--- config.mk ---
export PLATFORM = sky130hd
export DESIGN_NAME = lcd_hd44780_responder
export DESIGN_NICKNAME = d
export VERILOG_FILES = /design/src/rtl/lcd_pkg.sv /design/src/rtl/lcd_ddram.sv /design/src/rtl/lcd_hd44780_responder.sv
export SDC_FILE = /design/constraint.sdc
export NUM_CORES = 2
export LEC_CHECK = 0
export CORE_MARGIN = 4
export CORE_UTILIZATION = 25
export CTS_CLUSTER_SIZE = 40
export DETAILED_ROUTE_END_ITERATION = 8
export GPL_ROUTABILITY_DRIVEN = 0
export GPL_TIMING_DRIVEN = 0
export PLACE_DENSITY = 0.49
export SLEW_MARGIN = 20
export SYNTH_ARGS = -nofsm -noshare
export SYNTH_HDL_FRONTEND = slang
export SYNTH_SLANG_ARGS = --single-unit
--- constraint.sdc ---
create_clock -name clk -period 3.15 [get_ports clk]
set_input_delay 0.315 -clock clk [delete_from_list [all_inputs] [get_ports clk]]
set_output_delay 0.315 -clock clk [all_outputs]
set_load 0.02 [all_outputs]
--- src/rtl/lcd_pkg.sv ---
// Shared definitions for the HD44780 bus responder: DDRAM geometry,
// FSM encoding, instruction decode and address-counter arithmetic.
package lcd_pkg;

  localparam logic [6:0] ROW0_BASE = 7'h00;
  localparam logic [6:0] ROW1_BASE = 7'h40;
  localparam int         ROW_LEN   = 40;
  localparam logic [7:0] SPACE     = 8'h20;

  // Last valid address of each row; the AC wraps between these.
  localparam logic [6:0] ROW0_LAST = ROW0_BASE + 7'(ROW_LEN - 1);
  localparam logic [6:0] ROW1_LAST = ROW1_BASE + 7'(ROW_LEN - 1);

  typedef enum logic [1:0] {S_IDLE, S_EXEC, S_CLEAR, S_BUSY} state_t;

  typedef enum logic [3:0] {
    I_NOP, I_CLEAR, I_HOME, I_ENTRY, I_DISP, I_SHIFT, I_FUNC, I_CGRAM, I_DDRAM
  } instr_t;

  // Instruction class is chosen by the highest set bit of the opcode.
  function automatic instr_t decode(input logic [7:0] d);
    casez (d)
      8'b1???_????: return I_DDRAM;
      8'b01??_????: return I_CGRAM;
      8'b001?_????: return I_FUNC;
      8'b0001_????: return I_SHIFT;
      8'b0000_1???: return I_DISP;
      8'b0000_01??: return I_ENTRY;
      8'b0000_001?: return I_HOME;
      8'b0000_0001: return I_CLEAR;
      default:      return I_NOP;
    endcase
  endfunction

  // Step the AC by one across the two 40-byte rows, wrapping row to row.
  function automatic logic [6:0] ac_next(input logic [6:0] ac, input logic inc);
    if (inc) begin
      if (ac == ROW0_LAST) return ROW1_BASE;
      if (ac == ROW1_LAST) return ROW0_BASE;
      return ac + 7'd1;
    end
    if (ac == ROW0_BASE) return ROW1_LAST;
    if (ac == ROW1_BASE) return ROW0_LAST;
    return ac - 7'd1;
  endfunction

  // Set-DDRAM-address: addresses past the end of a row snap to that row's start.
  function automatic logic [6:0] ddram_addr(input logic [6:0] a);
    if (a[5:0] >= 6'(ROW_LEN)) return a[6] ? ROW1_BASE : ROW0_BASE;
    return a;
  endfunction

endpackage

--- src/rtl/lcd_ddram.sv ---
// 80-byte display data RAM addressed in AC space (row 0 at 0x00, row 1 at 0x40).
// One synchronous write port, two combinational read ports.
module lcd_ddram import lcd_pkg::*; (
  input  logic       clk,
  input  logic       rst_n,
  input  logic       we,
  input  logic [6:0] waddr,
  input  logic [7:0] wdata,
  input  logic [6:0] raddr_a,
  output logic [7:0] rdata_a,
  input  logic [6:0] raddr_b,
  output logic [7:0] rdata_b
);

  localparam int DEPTH = 2 * ROW_LEN;

  logic [DEPTH-1:0][7:0] mem;

  // Row 1 lives directly after row 0 in the physical array.
  function automatic logic [6:0] idx(input logic [6:0] a);
    return a[6] ? 7'(ROW_LEN) + {1'b0, a[5:0]} : {1'b0, a[5:0]};
  endfunction

  assign rdata_a = mem[idx(raddr_a)];
  assign rdata_b = mem[idx(raddr_b)];

  // Single write port; the array powers up blank.
  always_ff @(posedge clk or negedge rst_n) begin
    if (!rst_n) mem <= {DEPTH{SPACE}};
    else if (we) mem[idx(waddr)] <= wdata;
  end

endmodule

--- src/rtl/lcd_hd44780_responder.sv ---
// Bus-side HD44780 16x2 model: synchronises the controller's strobe, decodes
// 8-bit instructions, keeps DDRAM/AC/flags and answers status and data reads.
module lcd_hd44780_responder import lcd_pkg::*; #(
  parameter int BUSY_CYCLES  = 2000,
  parameter int CLEAR_CYCLES = 82000
) (
  input  logic       clk,
  input  logic       rst_n,
  input  logic       rs,
  input  logic       rw,
  input  logic       ena,
  input  logic [7:0] dat_in,
  output logic [7:0] dat_out,
  output logic       dat_oe,
  output logic       busy,
  output logic       overrun,
  output logic       display_on,
  output logic       cursor_on,
  output logic       blink_on,
  output logic [6:0] ac_out,
  input  logic       disp_row,
  input  logic [3:0] disp_col,
  output logic [7:0] disp_char
);

  localparam int MAXC = (CLEAR_CYCLES > BUSY_CYCLES) ? CLEAR_CYCLES : BUSY_CYCLES;
  localparam int CW   = $clog2(MAXC + 1);

  logic       ena_s1, ena_s2, ena_d;
  logic       rs_s1, rs_s2, rs_d;
  logic       rw_s1, rw_s2, rw_d;
  logic [7:0] dat_s1, dat_s2, dat_d;
  logic       rise, fall;

  state_t        state;
  logic [CW-1:0] cnt, w_len;
  logic          cmd_rs;
  logic [7:0]    cmd_dat;
  logic [6:0]    ac, clr_addr;
  logic          id;

  logic       we;
  logic [6:0] waddr;
  logic [7:0] wdata, bus_rd, disp_rd;

  assign rise   = ena_s2 & ~ena_d;
  assign fall   = ~ena_s2 & ena_d;
  assign ac_out = ac;

  // Clear and return-home hold busy for the long period, everything else the short one.
  assign w_len = (!rs_d && (decode(dat_d) == I_CLEAR || decode(dat_d) == I_HOME))
               ? CW'(CLEAR_CYCLES - 1) : CW'(BUSY_CYCLES - 1);

  lcd_ddram u_ddram (
    .clk     (clk),
    .rst_n   (rst_n),
    .we      (we),
    .waddr   (waddr),
    .wdata   (wdata),
    .raddr_a (ac),
    .rdata_a (bus_rd),
    .raddr_b ({disp_row, 2'b00, disp_col}),
    .rdata_b (disp_rd)
  );

  // 2-flop strobe synchroniser; bus fields ride the same pipe so they stay aligned.
  always_ff @(posedge clk or negedge rst_n) begin
    if (!rst_n) begin
      {ena_s1, ena_s2, ena_d} <= '0;
      {rs_s1, rs_s2, rs_d}    <= '0;
      {rw_s1, rw_s2, rw_d}    <= '0;
      {dat_s1, dat_s2, dat_d} <= '0;
    end else begin
      {ena_s1, ena_s2, ena_d} <= {ena, ena_s1, ena_s2};
      {rs_s1, rs_s2, rs_d}    <= {rs, rs_s1, rs_s2};
      {rw_s1, rw_s2, rw_d}    <= {rw, rw_s1, rw_s2};
      {dat_s1, dat_s2, dat_d} <= {dat_in, dat_s1, dat_s2};
    end
  end

  // DDRAM write source: data write during EXEC, or the blanking sweep.
  always_comb begin
    we    = 1'b0;
    waddr = ac;
    wdata = cmd_dat;
    if (state == S_EXEC && cmd_rs) we = 1'b1;
    if (state == S_CLEAR) begin
      we    = 1'b1;
      waddr = clr_addr;
      wdata = SPACE;
    end
  end

  // Display mirror port, one cycle of latency.
  always_ff @(posedge clk or negedge rst_n) begin
    if (!rst_n) disp_char <= '0;
    else        disp_char <= disp_rd;
  end

  // Bus reads, overrun detection and the instruction FSM.
  always_ff @(posedge clk or negedge rst_n) begin
    if (!rst_n) begin
      state      <= S_IDLE;
      cnt        <= '0;
      busy       <= 1'b0;
      overrun    <= 1'b0;
      dat_out    <= '0;
      dat_oe     <= 1'b0;
      cmd_rs     <= 1'b0;
      cmd_dat    <= '0;
      ac         <= ROW0_BASE;
      clr_addr   <= ROW0_BASE;
      id         <= 1'b1;
      display_on <= 1'b0;
      cursor_on  <= 1'b0;
      blink_on   <= 1'b0;
    end else begin
      overrun <= 1'b0;
      if (cnt != '0) cnt <= cnt - CW'(1);

      // Reads bypass the busy flag entirely.
      if (rise && rw_s2) begin
        dat_oe  <= 1'b1;
        dat_out <= rs_s2 ? bus_rd : {busy, ac};
      end
      if (fall && rw_d) begin
        dat_oe <= 1'b0;
        if (rs_d) ac <= ac_next(ac, id);
      end
      if (fall && !rw_d && busy) overrun <= 1'b1;

      case (state)
        S_IDLE: if (fall && !rw_d) begin
          state   <= S_EXEC;
          busy    <= 1'b1;
          cmd_rs  <= rs_d;
          cmd_dat <= dat_d;
          cnt     <= w_len;
        end
        S_EXEC: begin
          state <= S_BUSY;
          if (cmd_rs) ac <= ac_next(ac, id);
          else begin
            case (decode(cmd_dat))
              I_DDRAM: ac <= ddram_addr(cmd_dat[6:0]);
              I_SHIFT: if (!cmd_dat[3]) ac <= ac_next(ac, cmd_dat[2]);
              I_DISP:  {display_on, cursor_on, blink_on} <= cmd_dat[2:0];
              // The shift bit only steers display shift, which this model does not render.
              I_ENTRY: id <= cmd_dat[1];
              I_HOME:  ac <= ROW0_BASE;
              I_CLEAR: begin
                ac       <= ROW0_BASE;
                id       <= 1'b1;
                clr_addr <= ROW0_BASE;
                state    <= S_CLEAR;
              end
              default: ;
            endcase
          end
        end
        S_CLEAR: begin
          if (clr_addr == ROW1_LAST) state <= S_BUSY;
          else clr_addr <= ac_next(clr_addr, 1'b1);
        end
        S_BUSY: if (cnt == '0) begin
          state <= S_IDLE;
          busy  <= 1'b0;
        end
        default: state <= S_IDLE;
      endcase
    end
  end

endmodule

---- Yosys cells after proc, flatten, opt, wreduce, memory -nomap -nowiden ----
Index checks and enable logic that the tools add are counted.
storage, ports and cells
  input port bits ......................... 18
  register bits after elaboration ......... 738
  word-level logic and storage cells ...... 359
cells by class
  equality and inequality tests ........... 37
  reduce and logical (&&, ||, !) cells .... 26
  bitwise gates (word level) .............. 5
  $lt $le $gt $ge ......................... 5
  $add $sub $neg .......................... 8
  mux-type cells .......................... 171
operators by type and width
  operator               count
  $bwmux 640             1
  $mux 7                 53
  $bmux 8 s7             2
  $mux 1                 93
  $mux 17                4
  $pmux 4 s8             2
  $demux 8 s7            1
  $mux 8                 5
  $eq 7x7->1 const B     4
  $lt 7x8->1 const B     3
  $pmux 7 s3             1
  $logic_not 17->1       1
  $reduce_bool 17->1     1
  $sub 17x1->17 const B  1
  $eq 4x1->1 const B     4
  $eq 8x1->1 const B     2
  $add 6x6->7 const A    2
  $add 7x1->7 const B    2
  $eq 7x1->1 const B     2
  $eq 7x6->1 const B     2
  $logic_not 7->1        2
  $pmux 7 s2             1
  $sub 7x1->7 const B    2
  $eq 4x2->1 const B     3
  27 further kinds       58

---- Logic depth before layout (Yosys ltp) ----
  depth after elaboration ................. 26
  gate-level depth with buffers ........... 14
  mapped depth without buffers ............ 11

---- By module ----
Synthesis repeated with hierarchy kept, for this count alone.
second synthesis, totals
  cell total of the unflattened synthesis .. 2751
  area, all modules ....................... 40089.7 um2
by module, submodules not included
  module                 times used  cells an instance  area an instance (um2)  sequential area each (um2)
  lcd_ddram              1           2258               35326.4                 16115.5
  lcd_hd44780_responder  1           493                4763.3                  2453.6

---- Worst setup path after synthesis ----
No wires, ideal clock.
  path type ............................... register to register
  start point ............................. reg state[0]
  end point ............................... reg u_ddram.mem[256] (netlist bit)
  path buffers ............................ 2
  library setup time ...................... 0.125 ns
  slack ................................... 0.038 ns
  stages on the path, launching flop included .. 14
  arrival time ............................ 2.987 ns
  data required time ...................... 3.025 ns
  cells stage by stage .................... dfrtp_1 inv_1 ha_1 buf_2 buf_6 mux2i_1 inv_1 ha_1 nor2_1 nand2_1 o22ai_1 nand2_1 nor2_2 mux2_2
on the way
  word-level cells in the longest chain between the ends .. 9
RTL lines
  item                                                                   line                          RTL
  from (decl)                                                            lcd_hd44780_responder.sv:35   state_t state;
  from (signal assigned)                                                 lcd_hd44780_responder.sv:103  state <= S_IDLE;
  from (signal assigned)                                                 lcd_hd44780_responder.sv:134  state <= S_EXEC;
  from (signal assigned)                                                 lcd_hd44780_responder.sv:141  state <= S_BUSY;
  $eq 2x2->1                                                             lcd_hd44780_responder.sv:87   if (state == S_CLEAR) begin
  $mux 7                                                                 lcd_hd44780_responder.sv:87
  $add 6x6->7                                                            lcd_ddram.sv:21               return a[6] ? 7'(ROW_LEN) + {1'b0, a[5:0]} : {1'b0, a[5:0]};
  $mux 7                                                                 lcd_ddram.sv:21
  $lt 7x8->1 (implied by the code) / $ge 7x1->1 (equally long branches)  lcd_ddram.sv:30               else if (we) mem[idx(waddr)] <= wdata;
  $logic_and 1x1->1 (implied by the code)                                lcd_ddram.sv:30
  $mux 8 (implied by the code)                                           lcd_ddram.sv:30
  $demux 8 s7                                                            n/a
  $bwmux 640                                                             lcd_ddram.sv:30
  to (signal assigned)                                                   lcd_ddram.sv:29               if (!rst_n) mem <= {DEPTH{SPACE}};
  to (signal, indexed assignment)                                        lcd_ddram.sv:30
  to (decl)                                                              lcd_ddram.sv:17               logic [DEPTH-1:0][7:0] mem;
Parallel ways exist; a longest one is shown, timed or not.
A chain may end at the register's enable or synchronous reset.

---- Final worst setup path ----
  start point ............................. reg ac[1], in the netlist ac_out[1]
  end point ............................... reg dat_out[4]
on the way
  word-level cells in the longest chain between the ends .. 5
RTL lines
  item                              line                          RTL
  from (decl)                       lcd_hd44780_responder.sv:39   logic [6:0] ac, clr_addr;
  from (signal assigned)            lcd_hd44780_responder.sv:128  if (rs_d) ac <= ac_next(ac, id);
  from (signal assigned)            lcd_hd44780_responder.sv:142  if (cmd_rs) ac <= ac_next(ac, id);
  from (signal assigned)            lcd_hd44780_responder.sv:145  I_DDRAM: ac <= ddram_addr(cmd_dat[6:0]);
  $add 6x6->7                       lcd_ddram.sv:21
  $mux 7 (*)                        lcd_ddram.sv:21
  $bmux 8 s7 (*)                    lcd_ddram.sv:24               assign rdata_a = mem[idx(raddr_a)];
  $mux 8 (implied by the code) (*)  lcd_ddram.sv:24
  $mux 8 (*)                        lcd_hd44780_responder.sv:124  dat_out <= rs_s2 ? bus_rd : {busy, ac};
  to (signal assigned)              lcd_hd44780_responder.sv:124
  to (decl)                         lcd_hd44780_responder.sv:13   output logic [7:0] dat_out,
Every way passes the cells marked *; elsewhere a longest branch is shown, timed or not. The select of a mux whose other input is x is not followed.

==> metrics.md <==
| Metric | Value |
|---|---|
| Startpoint Class | `flop` |
| Initial antenna violation count | `8` |
| Final Net Count | `3,054` |
| Setup crit end kind | `flop` |
| Yosys warns | `0` |
| Fin. max-slew vios | `0` |
| Remaining antenna violation count after routing | `0` |
| Min-delay src | `dat_in[0]` |
| FFs w/ async S/R, synth | `100.0%` |
| GR Util All Layers | `18.19%` |
| Worst hold stages | `1` |
| Maximum vdd ir drop | `0.4564 mV` |
| Largest net degree at the start of global routing | `89` |
| Area growth syn-to-layout | `19.64%` |
| Hold crit path type | `input port to flop` |
| Fmax | `314.6 MHz` |
| Crit path launch | `ac_out[1]$_DFF_PN0_` |
| DP HPWL | `106.0 mm` |
| Initial Utilization | `25.17%` |
| WL/cell | `28.46 um` |
| Filler cells | `15,370` |
| Count of final hold-check violations | `0` |
| Setup Crit Path Kind | `flop to flop` |
| CTS tree | `done` |
| Final Power | `39.00 mW` |
| Pre-CTS setup slack | `-1.315 ns` |
| Total wire length | `146.1 mm` |
| Detailed Routing Iterations Pass 1 | `7` |
| Rows | `143` |
| Htree depth | `3` |
| Setup violations, final | `2` |
| Avg Cell Area, Syn | `13.39 sq um` |
| Post-synth top area cell | `dfrtp_1` |
| Count of cell types in the netlist | `86` |
| Share of layout cells above drive strength 1 | `43.77%` |
| Drt via density | `5.266` |
| Chip height | `399.1 um` |
| Minimum clock period | `3.179 ns` |
| Die area | `0.1592 sq mm` |
| Fin crit share | `100.9%` |
| Critical path required time | `3.69 ns` |
| Cell with the most instances after synthesis | `dfrtp_1` |
| Top post-synthesis cells by area | `dfrtp_1, mux4_2, mux2_2` |
| Power Density | `852.7 mW/mm^2` |
| Clock-pin transition on the worst setup and hold timing paths | `0.06 ns` |
| Initial DRC count | `2,690` |
| IO buf count | `43` |
| Post-synthesis sequential area ratio | `48.57%` |
| Violated checks | `negative setup slack` |
| Top cell type's share of synthesized area | `43.00%` |
| Seq cells post-synth | `738` |
| Worst-Margin Slew | `1.345 ns` |
| Critical path peak fanout | `10` |
| Clk root buf | `clkbuf_16` |
| Core region area | `0.1519 sq mm` |
| Number of remaining DRC errors | `0` |
| Number of global-route vias before repair | `26,880` |
| Reg-to-reg slack, setup | `-0.03 ns` |
| Final WS setup | `-0.02905 ns` |
| Total CTS buffers | `86` |
| Max cap viols | `0` |
| WP data arrival | `3.72 ns` |
| Syn Std Cell Area | `0.03823 sq mm` |
| Hold slack final | `0.08871 ns` |
| Register area | `0.01857 sq mm` |
| Clk_skew | `0.04211 ns` |
| Total gr overflow | `0` |
| Syn nets | `2,886` |
| Mapped Cells | `2,855` |
| Final core area utilization | `30.11%` |
| Reg2Reg Capture Point | `dat_out[4]$_DFFE_PN0P_` |
| Status | `complete, but fails checks` |
| I/O pin cnt | `47` |
| P_leak | `19.24 nW` |
| Hold EP | `dat_s1[0]$_DFF_PN0_` |
| RSZ-0062 raised after global routing | `true` |
| Clock Sinks | `738` |
| Non-Filler Instances | `5,132` |
| Clk Latency, worst-skew pair | `0.69 ns` |
| Post-synth EDFFs | `0` |
| Commonest cells in the netlist | `dfrtp_1, mux2_2, nand2_1, mux4_2, o21ai_0` |
| Worst slew margin | `10.33%` |
| Wire length of the first global-routing pass | `208.1 mm` |
| Multi-input gate area | `0.01934 sq mm` |
| Die Width | `399.1 um` |
| Placed Instances | `4,941` |
| Max clock buf depth | `3` |
| Reg2reg start | `ac_out[1]$_DFF_PN0_` |
| Synth Flop Type | `dfrtp_1` |
| R2R cell count | `8` |
| Total number of vias | `27,030` |
-- layout by cell type (no fill, tap or decap), types with 50 or more instances in the layout --
master,instances
clkbuf_1,109
buf_2,50
dfrtp_1,655
mux4_2,320
mux2_2,499
nand3_1,57
nor2_1,77
nand2_1,291
dfstp_2,81
clkbuf_16,90
o21ai_0,157
-- flip-flops by register name (all words and copies together) (netlist names), 8 cells and up --
| name | cells |
|---|---|
| cmd_dat | 8 |
| cnt | 17 |
| dat_d | 8 |
| dat_out | 8 |
| dat_s1 | 8 |
| dat_s2 | 8 |
| disp_char | 8 |
| u_ddram.mem | 640 |
-- area by class of cell --
type | count | area share [%]
buffer | 213 | 2.323
clock buffer | 134 | 5.633
inverter | 24 | 0.2216
tap | 2030 | 5.553
clock inverter | 27 | 0.7550
sequential | 738 | 40.60
multi-input combinational | 1877 | 42.29
timing repair buffer | 83 | 2.588
antenna | 6 | 0.03283
-- layer usage --
metal / wire length (um) / vias to the layer above / GRT usage [%]
li1: - / 11120 / -
met1: 62000 / 14530 / 24.85
met2: 67170 / 1109 / 28.67
met3: 10820 / 263 / 3.744
met4: 6064 / 4 / 6.443
met5: 23 / - / 0
-- cell families (layout without fill, tap and decap cells) --
family                   Yosys count  in the layout  synth area share (%)
AO/OA/AOI/OAI                    336            336                 5.387
other                              0              6                     0
XOR/XNOR                          20             20                0.4582
adder cells (fa/ha/maj)           13             13                0.4255
flip-flops                       738            738                 48.57
buffers and inverters            240            481                 2.586
multiplexers                     866            866                 34.85
AND/OR/NAND/NOR                  642            642                 7.724
-- how the worst max path moves through the flow --
stage	end	slack, ns	cells after the start
6_report	dat_out[4]$_DFFE_PN0P_	-0.03	8
5_1_grt	u_ddram.mem[131]$_DFFE_PN0P_	-0.1	11
4_1_cts	disp_char[6]$_DFF_PN0_	0.0006	7
3_5_place_dp	dat_out[1]$_DFFE_PN0P_	-1.31	10
3_3_place_gp	u_ddram.mem[300]$_DFFE_PN0P_	-33.62	1
2_1_floorplan	u_ddram.mem[256]$_DFFE_PN0P_	0.04	13
-- critical path, cell delays in order (launching register included) --
cell and delay, ns:
dfrtp_1 0.44, buf_2 0.29, clkdlybuf4s15_2 0.56, clkbuf_2 0.60, mux4_2 0.44, o22ai_2 0.24
nor3_1 0.09, nand3_2 0.26, nand3_1 0.13
-- what timing repair did --
| item | in CTS | in global routing |
|---|---|---|
| setup buffers | 14 | 11 |
| setup endpoints to repair | 660 | 528 |
| resized for setup | 187 | 75 |
| cloned | 0 | 1 |
| hold buffers | 1 | 0 |
| hold endpoints to repair | 58 | 0 |
| pin swaps | 13 | 10 |
-- through the flow --
| step | cell area [sq um] | setup TNS (ns) |
|---|---|---|
| after floorplan | 38230 | 0 |
| after global placement | 41200 | - |
| after detailed placement | 41580 | -286.87 |
| after CTS | 45410 | 0 |
| after global routing | 45720 | -2.103 |
| final | 45740 | -0.04726 |
-- power breakdown --
| part | total, mW | switching, mW | internal [mW] |
|---|---|---|---|
| clock | 10.5 | 4.26 | 6.20 |
| sequential | 12.7 | 1.41 | 11.3 |
| combinational | 15.8 | 10.2 | 5.65 |
| total | 39.0 | 15.9 | 23.1 |
(Power assumes the default switching activity.)
